## config.mk

```make
export PLATFORM = sky130hd
export DESIGN_NAME = alu_result_stage
export DESIGN_NICKNAME = d
export VERILOG_FILES = /design/src/rtl/alu_pkg.sv /design/src/rtl/alu_flag_reg.sv /design/src/rtl/alu_result_stage.sv
export SDC_FILE = /design/constraint.sdc
export NUM_CORES = 1
export LEC_CHECK = 0
export ABC_AREA = 1
export CORE_AREA = 4 4 77 79
export CTS_CLUSTER_DIAMETER = 150
export CTS_CLUSTER_SIZE = 28
export DETAILED_ROUTE_END_ITERATION = 12
export DIE_AREA = 0 0 81 83
export PLACE_DENSITY = 0.79
export SLEW_MARGIN = 0
export SYNTH_ARGS = -nofsm -noshare
export SYNTH_HDL_FRONTEND = slang
export SYNTH_SLANG_ARGS = --single-unit
```

## constraint.sdc

```tcl
create_clock -name clk -period 1.8 [get_ports clk]
set_input_delay 0.54 -clock clk [delete_from_list [all_inputs] [get_ports clk]]
set_output_delay 0.54 -clock clk [all_outputs]
set_load 0.01 [all_outputs]
```

## src/rtl/alu_pkg.sv

```systemverilog
// alu_pkg
// Shared definitions for the ALU adder/subtractor, the result stage and the
// writeback stage: datapath width, destination tag width, result buffer
// depth and the packed condition-flag type.
package alu_pkg;

    localparam int WIDTH = 16;
    localparam int TAG_W = 3;
    localparam int DEPTH = 2;

    // Bit order {c, v, n, z}: c is bit 3, z is bit 0.
    typedef struct packed {
        logic c;
        logic v;
        logic n;
        logic z;
    } flag_t;

endpackage

```

## src/rtl/alu_flag_reg.sv

```systemverilog
// alu_flag_reg
// Architectural condition-flag register. Loads d when we is high.
// Ports:
//   clk   - clock, rising edge
//   rst_n - asynchronous active-low reset, clears q
//   we    - write enable
//   d     - next flags {c, v, n, z}
//   q     - current flags {c, v, n, z}
module alu_flag_reg (
    input  logic       clk,
    input  logic       rst_n,
    input  logic       we,
    input  logic [3:0] d,
    output logic [3:0] q
);

    always_ff @(posedge clk or negedge rst_n) begin
        if (!rst_n) begin
            q <= 4'b0000;
        end else if (we) begin
            q <= d;
        end
    end

endmodule

```

## src/rtl/alu_result_stage.sv

```systemverilog
// alu_result_stage
// Two-entry in-order buffer between the adder/subtractor and writeback.
// Each entry holds the sum, destination tag, the four flags as supplied by
// the adder and a flag write enable. When an entry with flag_we set is
// popped, its flags are committed to the architectural flag register.
// Ports:
//   clk, rst_n             - clock, asynchronous active-low reset
//   in_valid / in_ready    - upstream handshake (in_ready is registered)
//   in_sum, in_tag         - result and destination tag
//   in_cout, in_overflow,
//   in_neg, in_zero        - flags from the adder/subtractor
//   in_flag_we             - entry updates flags when retired
//   flush                  - discard all buffered entries at the next edge
//   out_valid / out_ready  - downstream handshake
//   out_result, out_tag    - head entry
//   flag_c/v/n/z           - architectural flags
module alu_result_stage #(
    parameter int WIDTH = alu_pkg::WIDTH,
    parameter int TAG_W = alu_pkg::TAG_W
) (
    input  logic             clk,
    input  logic             rst_n,
    input  logic             in_valid,
    output logic             in_ready,
    input  logic [WIDTH-1:0] in_sum,
    input  logic             in_cout,
    input  logic             in_overflow,
    input  logic             in_neg,
    input  logic             in_zero,
    input  logic             in_flag_we,
    input  logic [TAG_W-1:0] in_tag,
    input  logic             flush,
    output logic             out_valid,
    input  logic             out_ready,
    output logic [WIDTH-1:0] out_result,
    output logic [TAG_W-1:0] out_tag,
    output logic             flag_c,
    output logic             flag_v,
    output logic             flag_n,
    output logic             flag_z
);

    import alu_pkg::*;

    logic [WIDTH-1:0] r_sum   [DEPTH];
    logic [TAG_W-1:0] r_tag   [DEPTH];
    flag_t            r_flags [DEPTH];
    logic             r_we    [DEPTH];

    logic       r_wptr;
    logic       r_rptr;
    logic [1:0] r_count;
    logic       r_in_ready;

    logic       w_push;
    logic       w_pop;
    logic [1:0] w_count_nxt;
    flag_t      w_in_flags;
    flag_t      w_flags_q;
    logic [3:0] w_flags_q_bits;

    assign w_in_flags = '{c: in_cout, v: in_overflow, n: in_neg, z: in_zero};

    // out_valid already masks flush, so a flush cycle can never pop.
    assign out_valid  = (r_count != 2'd0) && !flush;
    assign in_ready   = r_in_ready;
    assign out_result = r_sum[r_rptr];
    assign out_tag    = r_tag[r_rptr];

    assign w_push = in_valid && r_in_ready && !flush;
    assign w_pop  = out_valid && out_ready;

    always_comb begin
        w_count_nxt = r_count;
        if (flush) begin
            w_count_nxt = 2'd0;
        end else begin
            case ({w_push, w_pop})
                2'b10:   w_count_nxt = r_count + 2'd1;
                2'b01:   w_count_nxt = r_count - 2'd1;
                default: w_count_nxt = r_count;
            endcase
        end
    end

    always_ff @(posedge clk or negedge rst_n) begin
        if (!rst_n) begin
            r_wptr     <= 1'b0;
            r_rptr     <= 1'b0;
            r_count    <= 2'd0;
            r_in_ready <= 1'b1;
            for (int i = 0; i < DEPTH; i++) begin
                r_sum[i]   <= '0;
                r_tag[i]   <= '0;
                r_flags[i] <= '0;
                r_we[i]    <= 1'b0;
            end
        end else begin
            r_count <= w_count_nxt;
            // Registered ready: derived from next count, so out_ready never
            // reaches in_ready combinationally.
            r_in_ready <= (w_count_nxt < 2'd2);
            if (flush) begin
                r_wptr <= 1'b0;
                r_rptr <= 1'b0;
            end else begin
                if (w_push) begin
                    r_sum[r_wptr]   <= in_sum;
                    r_tag[r_wptr]   <= in_tag;
                    r_flags[r_wptr] <= w_in_flags;
                    r_we[r_wptr]    <= in_flag_we;
                    r_wptr          <= ~r_wptr;
                end
                if (w_pop) begin
                    r_rptr <= ~r_rptr;
                end
            end
        end
    end

    alu_flag_reg u_flag_reg (
        .clk   (clk),
        .rst_n (rst_n),
        .we    (w_pop && r_we[r_rptr]),
        .d     (r_flags[r_rptr]),
        .q     (w_flags_q_bits)
    );

    assign w_flags_q = flag_t'(w_flags_q_bits);
    assign flag_c    = w_flags_q.c;
    assign flag_v    = w_flags_q.v;
    assign flag_n    = w_flags_q.n;
    assign flag_z    = w_flags_q.z;

endmodule

```

**Yosys cells after proc, flatten, opt, wreduce, memory -nomap -nowiden**

Index checks and enable logic that the tools add are counted.

- Output and inout port bits: 25
- Flip-flop bits (word level): 57

- Multiplexer cells: 30
- Bitwise operators: 5
- Add/subtract/negate cells: 2
- Eq/ne operators: 2
- Order comparisons: 4
- Reduce and logical (&&, ||, !) cells: 11

Operator list:

| kind | number |
|---|---|
| $mux 16 | 4 |
| $bwmux 32 | 1 |
| $demux 16 s1 | 1 |
| $mux 4 | 4 |
| $mux 3 | 4 |
| $bwmux 8 | 1 |
| $mux 1 | 8 |
| $bwmux 6 | 1 |
| $logic_and 1x1->1 | 6 |
| $reduce_bool 2->1 | 3 |
| $demux 4 s1 | 1 |
| $ge 2x2->1 const B | 2 |
| $not 1->2 | 2 |
| $pmux 2 s2 | 1 |
| $demux 3 s1 | 1 |
| $not 1->1 | 3 |
| $add 2x1->2 const B | 1 |
| $bwmux 2 | 1 |
| $eq 2x1->1 const B | 1 |
| $eq 2x2->1 const B | 1 |
| $lt 2x1->1 const B | 1 |
| $lt 2x2->1 const B | 1 |
| $mux 2 | 1 |
| $reduce_and 2->1 | 1 |
| other kinds (3) | 3 |

**Logic depth before layout (Yosys ltp)**

Gate-level depths: netlist of run 1.

- Depth after elaboration: 7
- Depth in mapped cells: 9
- Gate-level depth less buffers: 9

**Modules after synthesis**

Synthesis of run 1 repeated with hierarchy kept, for this count alone.

- Cells, all modules: 315
- Area total of the unflattened synthesis: 2,578.7 um2

Modules (own cells, without submodules):

| module | cells each | area an instance (um2) | instances |
|---|---|---|---|
| alu_result_stage | 298 | 2,429.8 | 1 |
| alu_flag_reg | 17 | 148.9 | 1 |

**Least setup slack after synthesis of run 1**

Ideal clock, no wire load.

- Path kind: input to register
- From: in out_ready
- To: reg r_count[1]
- Slack: 0.109 ns
- Data arrival time: 1.620 ns
- Library setup time: 0.071 ns
- Cell stages on the path: 9
- Path through: inv_1 -> nor3_2 -> inv_1 -> ha_1 -> inv_1 -> nand2_1 -> o21bai_1 -> inv_1 -> nor2_1

- Cells in the longest elaborated chain, start to end: 4

Ends and longest elaborated chain:

| what | RTL line | text |
|---|---|---|
| from (decl) | alu_result_stage.sv:34 | `input logic out_ready,` |
| $logic_and 1x1->1 (*) | alu_result_stage.sv:71 | `assign w_pop = out_valid && out_ready;` |
| $eq 2x1->1 / $eq 2x2->1 (equally long branches) | alu_result_stage.sv:78 | `case ({w_push, w_pop})` |
| $pmux 2 s2 (*) | alu_result_stage.sv:78 |  |
| $mux 2 (*) | alu_result_stage.sv:75 | `if (flush) begin` |
| net w_count_nxt[1] | alu_result_stage.sv:57 | `logic [1:0] w_count_nxt;` |
| to (signal assigned) | alu_result_stage.sv:99 | `r_count <= w_count_nxt;` |
| to (decl) | alu_result_stage.sv:52 | `logic [1:0] r_count;` |

The timed path passes the listed nets; every way through them passes the cells marked *.
A chain may end at the register's enable or synchronous reset.

**Worst setup path in the final report of run 1**

- From: reg r_rptr
- To: out out_result[11]

- Cells in the longest elaborated chain, start to end: 4

Ends and longest elaborated chain:

| what | RTL line | text |
|---|---|---|
| from (decl) | alu_result_stage.sv:51 | `logic r_rptr;` |
| from (signal assigned) | alu_result_stage.sv:115 | `r_rptr <= ~r_rptr;` |
| $not 1->2 (not written as such) | alu_result_stage.sv:67 | `assign out_result = r_sum[r_rptr];` |
| $mux 16 (not written as such) (3 in series) | alu_result_stage.sv:67 |  |
| to (decl) | alu_result_stage.sv:35 | `output logic [WIDTH-1:0] out_result,` |

Every way passes these cells. The select of a mux whose other input is x is not followed.

==> results.json, run 1 <==
{
  "worst_setup_path_start_kind": "flip-flop",
  "cp_num_buf_inv": 3,
  "synth_top_family_by_area": "simple AND/OR/NAND/NOR gates",
  "hold_violations": 0,
  "cap_violations": 0,
  "drt.antenna.violating_nets": 0,
  "crit_top_cell": "nand2_1",
  "post_synth_fa_ha_maj_area_fraction": 0.00968,
  "detailedRoute.firstIterationViolations": 153,
  "comb_power_share": 0.271,
  "worst_slack_ns": -0.0261,
  "crit_path_max_incr_delay_ns": 0.42,
  "synth-seq-cells": 57,
  "synth.lib_cells_used.distinct": 21,
  "instance_count_after_placement_with_tap_cells_included": 439,
  "first_pass_grt_wire_length_microns": 9140,
  "routedWlPerCell_microns": 12.1,
  "tritoncts": "done",
  "max_clock_freq_mhz": 548,
  "final_cell_count_no_fill": 455,
  "syn_to_final_growth_pct": 35.9,
  "grt_start_max_net_pins": 58,
  "clk_pin_slew_worst_paths_ns": 0.06,
  "pwr-share-clk": 0.255,
  "synth.area.mux_share": 0,
  "finish.instance_area_sq_um": 3510,
  "violations": "negative setup slack",
  "power_density_over_the_cells_nw_per_um2": 1050,
  "floorplan.initialDensity": 0.484,
  "clock_tree.htree_level_count": 3,
  "internal_power_uw": 2600,
  "synth-compound-area-share": 0.113,
  "clk_latency_ns": 0.32,
  "synth-xor-area-share": 0,
  "path_class": "flip-flop to output pin",
  "synth.net_count": 345,
  "cp.arrival_ns": 1.29,
  "power.share.switching": 0.298,
  "layout-drive-gt1-share": 0.227,
  "routed_wirelength_microns": 5530,
  "drc_violations_left": 0,
  "num_vias": 2204,
  "synthesis.area_per_instance_sq_um": 8.23,
  "min-delay-path-class": "primary input to asynchronous set/reset pin",
  "io_pins": 54,
  "yosys.area_share.simple": 0.238,
  "cts-hold-fix-buffers": 0,
  "fin_worst_skew_ns": 0.00555,
  "worstSetupEndpointType": "output pin",
  "die-width_microns": 81,
  "critical_path.cell_chain": "inv_2 -> clkbuf_16 -> nand2_1 -> nand2_1 -> buf_2",
  "core_area_sq_um": 5340,
  "die_area_sq_um": 6720,
  "vdd_ir_max_mv": 0.761,
  "io_buffer_count": 53,
  "report.final.slew_viol_count": 0,
  "place_hpwl_microns": 3530,
  "slew_headroom": 0.796,
  "clockBufferDepth": 2,
  "tightest_slew_ns": 0.306,
  "min_period_ns": 1.83,
  "viasPerCell": 4.84,
  "status": "finished with violations",
  "core.rowCount": 27,
  "setup_repair_after_global_routing_missed_its_margin": "yes",
  "seqPwrFrac": 0.473,
  "clock_root_cell": "clkbuf_8",
  "die_h_microns": 83,
  "timing.critical_path.max_delay_family": "buffers and inverters",
  "timing.critical_path.slowest_stage_cell": "dfrtp_1",
  "gp_routability_congestion": 0.763,
  "netlist_instances": 314,
  "final_nets": 412,
  "post_dp_cell_area_sq_um": 3280,
  "critPathRequiredTime_ns": 1.26,
  "setup_viol": 11,
  "num_antenna_cells": 0,
  "tritoncts.num_buffers": 9,
  "path_max_fanout": 6,
  "antenna_found_initial": 0,
  "min_period_over_period": 1.01,
  "dp_slack_ns": -0.430,
  "p_switching_uw": 1100,
  "ys.warnings.count": 0,
  "grt_overflow": 0,
  "drt_first_pass_iters": 4,
  "syn-cell-area_sq_um": 2580,
  "finish.utilization": 0.658,
  "p_leak_uw": 0.00183,
  "grt_usage": 0.175,
  "synth-seq-area-share": 0.552,
  "via_count_of_the_first_global_routing_pass": 2066,
  "cts_sinks": 57
}
-- final timing paths --
check	startpoint	endpoint	slack (ns)	cells past startpoint
max	r_rptr$_DFFE_PN0P_	out_result[11]	-0.03	5
min	rst_n	r_tag[1]$_DFFE_PN0P_	0.21	2
max reg2reg	r_count[0]$_DFFE_PN0P_	r_count[1]$_DFF_PN0_	0.27	9
min reg2reg	r_flags[0]$_DFFE_PN0P_	r_flags[0]$_DFFE_PN0P_	0.48	2
max in group asynchronous	rst_n	in_ready$_DFF_PN1_	1.31	2
min in group clk	r_flags[0]$_DFFE_PN0P_	r_flags[0]$_DFFE_PN0P_	0.48	2
-- per-layer routing --
metal	GRT usage	vias to the layer above	wire length, microns
met1	0.216	1045	2410
met2	0.286	51	2740
met4	0.0814	0	104
met3	0.0401	11	270
li1	-	1097	-
met5	0	-	0
-- cell usage after synthesis, drive strengths merged --
cell type | count | area (sq um)
nand2 | 139 | 527
dfrtp | 56 | 1400
o21ai | 50 | 284
inv | 34 | 128
buf | 8 | 71.3
nand3 | 8 | 40.0
clkbuf | 7 | 27.5
nor2 | 5 | 26.3
ha | 2 | 25.0
nor3 | 2 | 15.0
dfstp | 1 | 26.3
nand4 | 1 | 6.26
o21bai | 1 | 7.51
-- placed cells by master, fill, tap and decap left out, drive strengths merged --
cell / Yosys / routed
o21bai: 1 / 1
nor3: 2 / 2
clkbuf: 7 / 13
nand3: 8 / 8
ha: 2 / 2
clkdlybuf4s50: 0 / 28
nand4: 1 / 1
dfstp: 1 / 1
dlygate4sd2: 0 / 3
nor2: 5 / 5
clkinv: 0 / 1
nand2: 139 / 139
dlymetal6s2s: 0 / 1
o21ai: 50 / 50
dfrtp: 56 / 56
inv: 34 / 34
buf: 8 / 38
-- power groups by stage --
stage	Combinational (uW)	Sequential (uW)	Clock, uW
after global routing	1130	1780	1030
after detailed placement	996	1750	0
final	1010	1750	946
after CTS	908	1730	974
after global placement	975	1740	0
after floorplan	512	1740	0
-- area by class of cell --
type                       count  area (sq um)
clock inverter                 1          5.00
sequential                    57          1430
fill                         495          1820
tap                           72          90.1
inverter                      34           128
timing repair buffer          71           696
multi-input combinational    208          1020
clock buffer                  12           145
-- state kept, by name (all words and copies together) (netlist names) --
name / count
r_wptr: 1
r_sum: 32
u_flag_reg.q: 4
r_count: 2
r_tag: 6
r_flags: 8
in_ready: 1
r_rptr: 1
r_we: 2
-- what timing repair did --
action	in CTS	in global routing
pin swaps	4	11
setup endpoints to repair	23	21
gates resized for setup	91	36
setup buffers	3	0
hold endpoints to repair	0	0
cloned	0	1
-- cells by family (layout without fill, tap and decap cells) --
family	after synthesis	after routing
AOI/OAI and AO/OA	51	51
adders and majority gates	2	2
buffers and inverters	49	118
DFF	57	57
and+or+nand+nor	155	155
-- stage by stage --
stage / total power, uW / setup TNS [ns] / hold WS, ns
global route: 3950 / -1.38 / 0.228
detailed placement: 2750 / -6.97 / 0.470
CTS: 3620 / -0.0388 / 0.215
floorplan: 2250 / 0 / 0.244
global placement: 2710 / -5.07 / 0.462
finish: 3700 / -0.114 / 0.206
-- worst register-to-register path, cell delays in order, from the launching register on --
cell and delay, ns:
dfrtp_1 0.44, nor2_2 0.08, nor3_4 0.13, inv_1 0.07, ha_1 0.29, inv_2 0.07
nand2_1 0.05, o21bai_1 0.16, inv_1 0.07, nor2_1 0.11
Power figures use the tool's default switching activity.
==> run 2, diff against run 1 <==
Settings changed: CAP_MARGIN set to 25.
==> results of run 2 <==
No change in the layout: final DEF, timing and power equal those of run 1.
==> run 3, diff against run 2 <==
Settings changed: CTS_CLUSTER_SIZE 28 to not set.
==> results of run 3 <==
No change in the layout: final DEF, timing and power equal those of run 1.
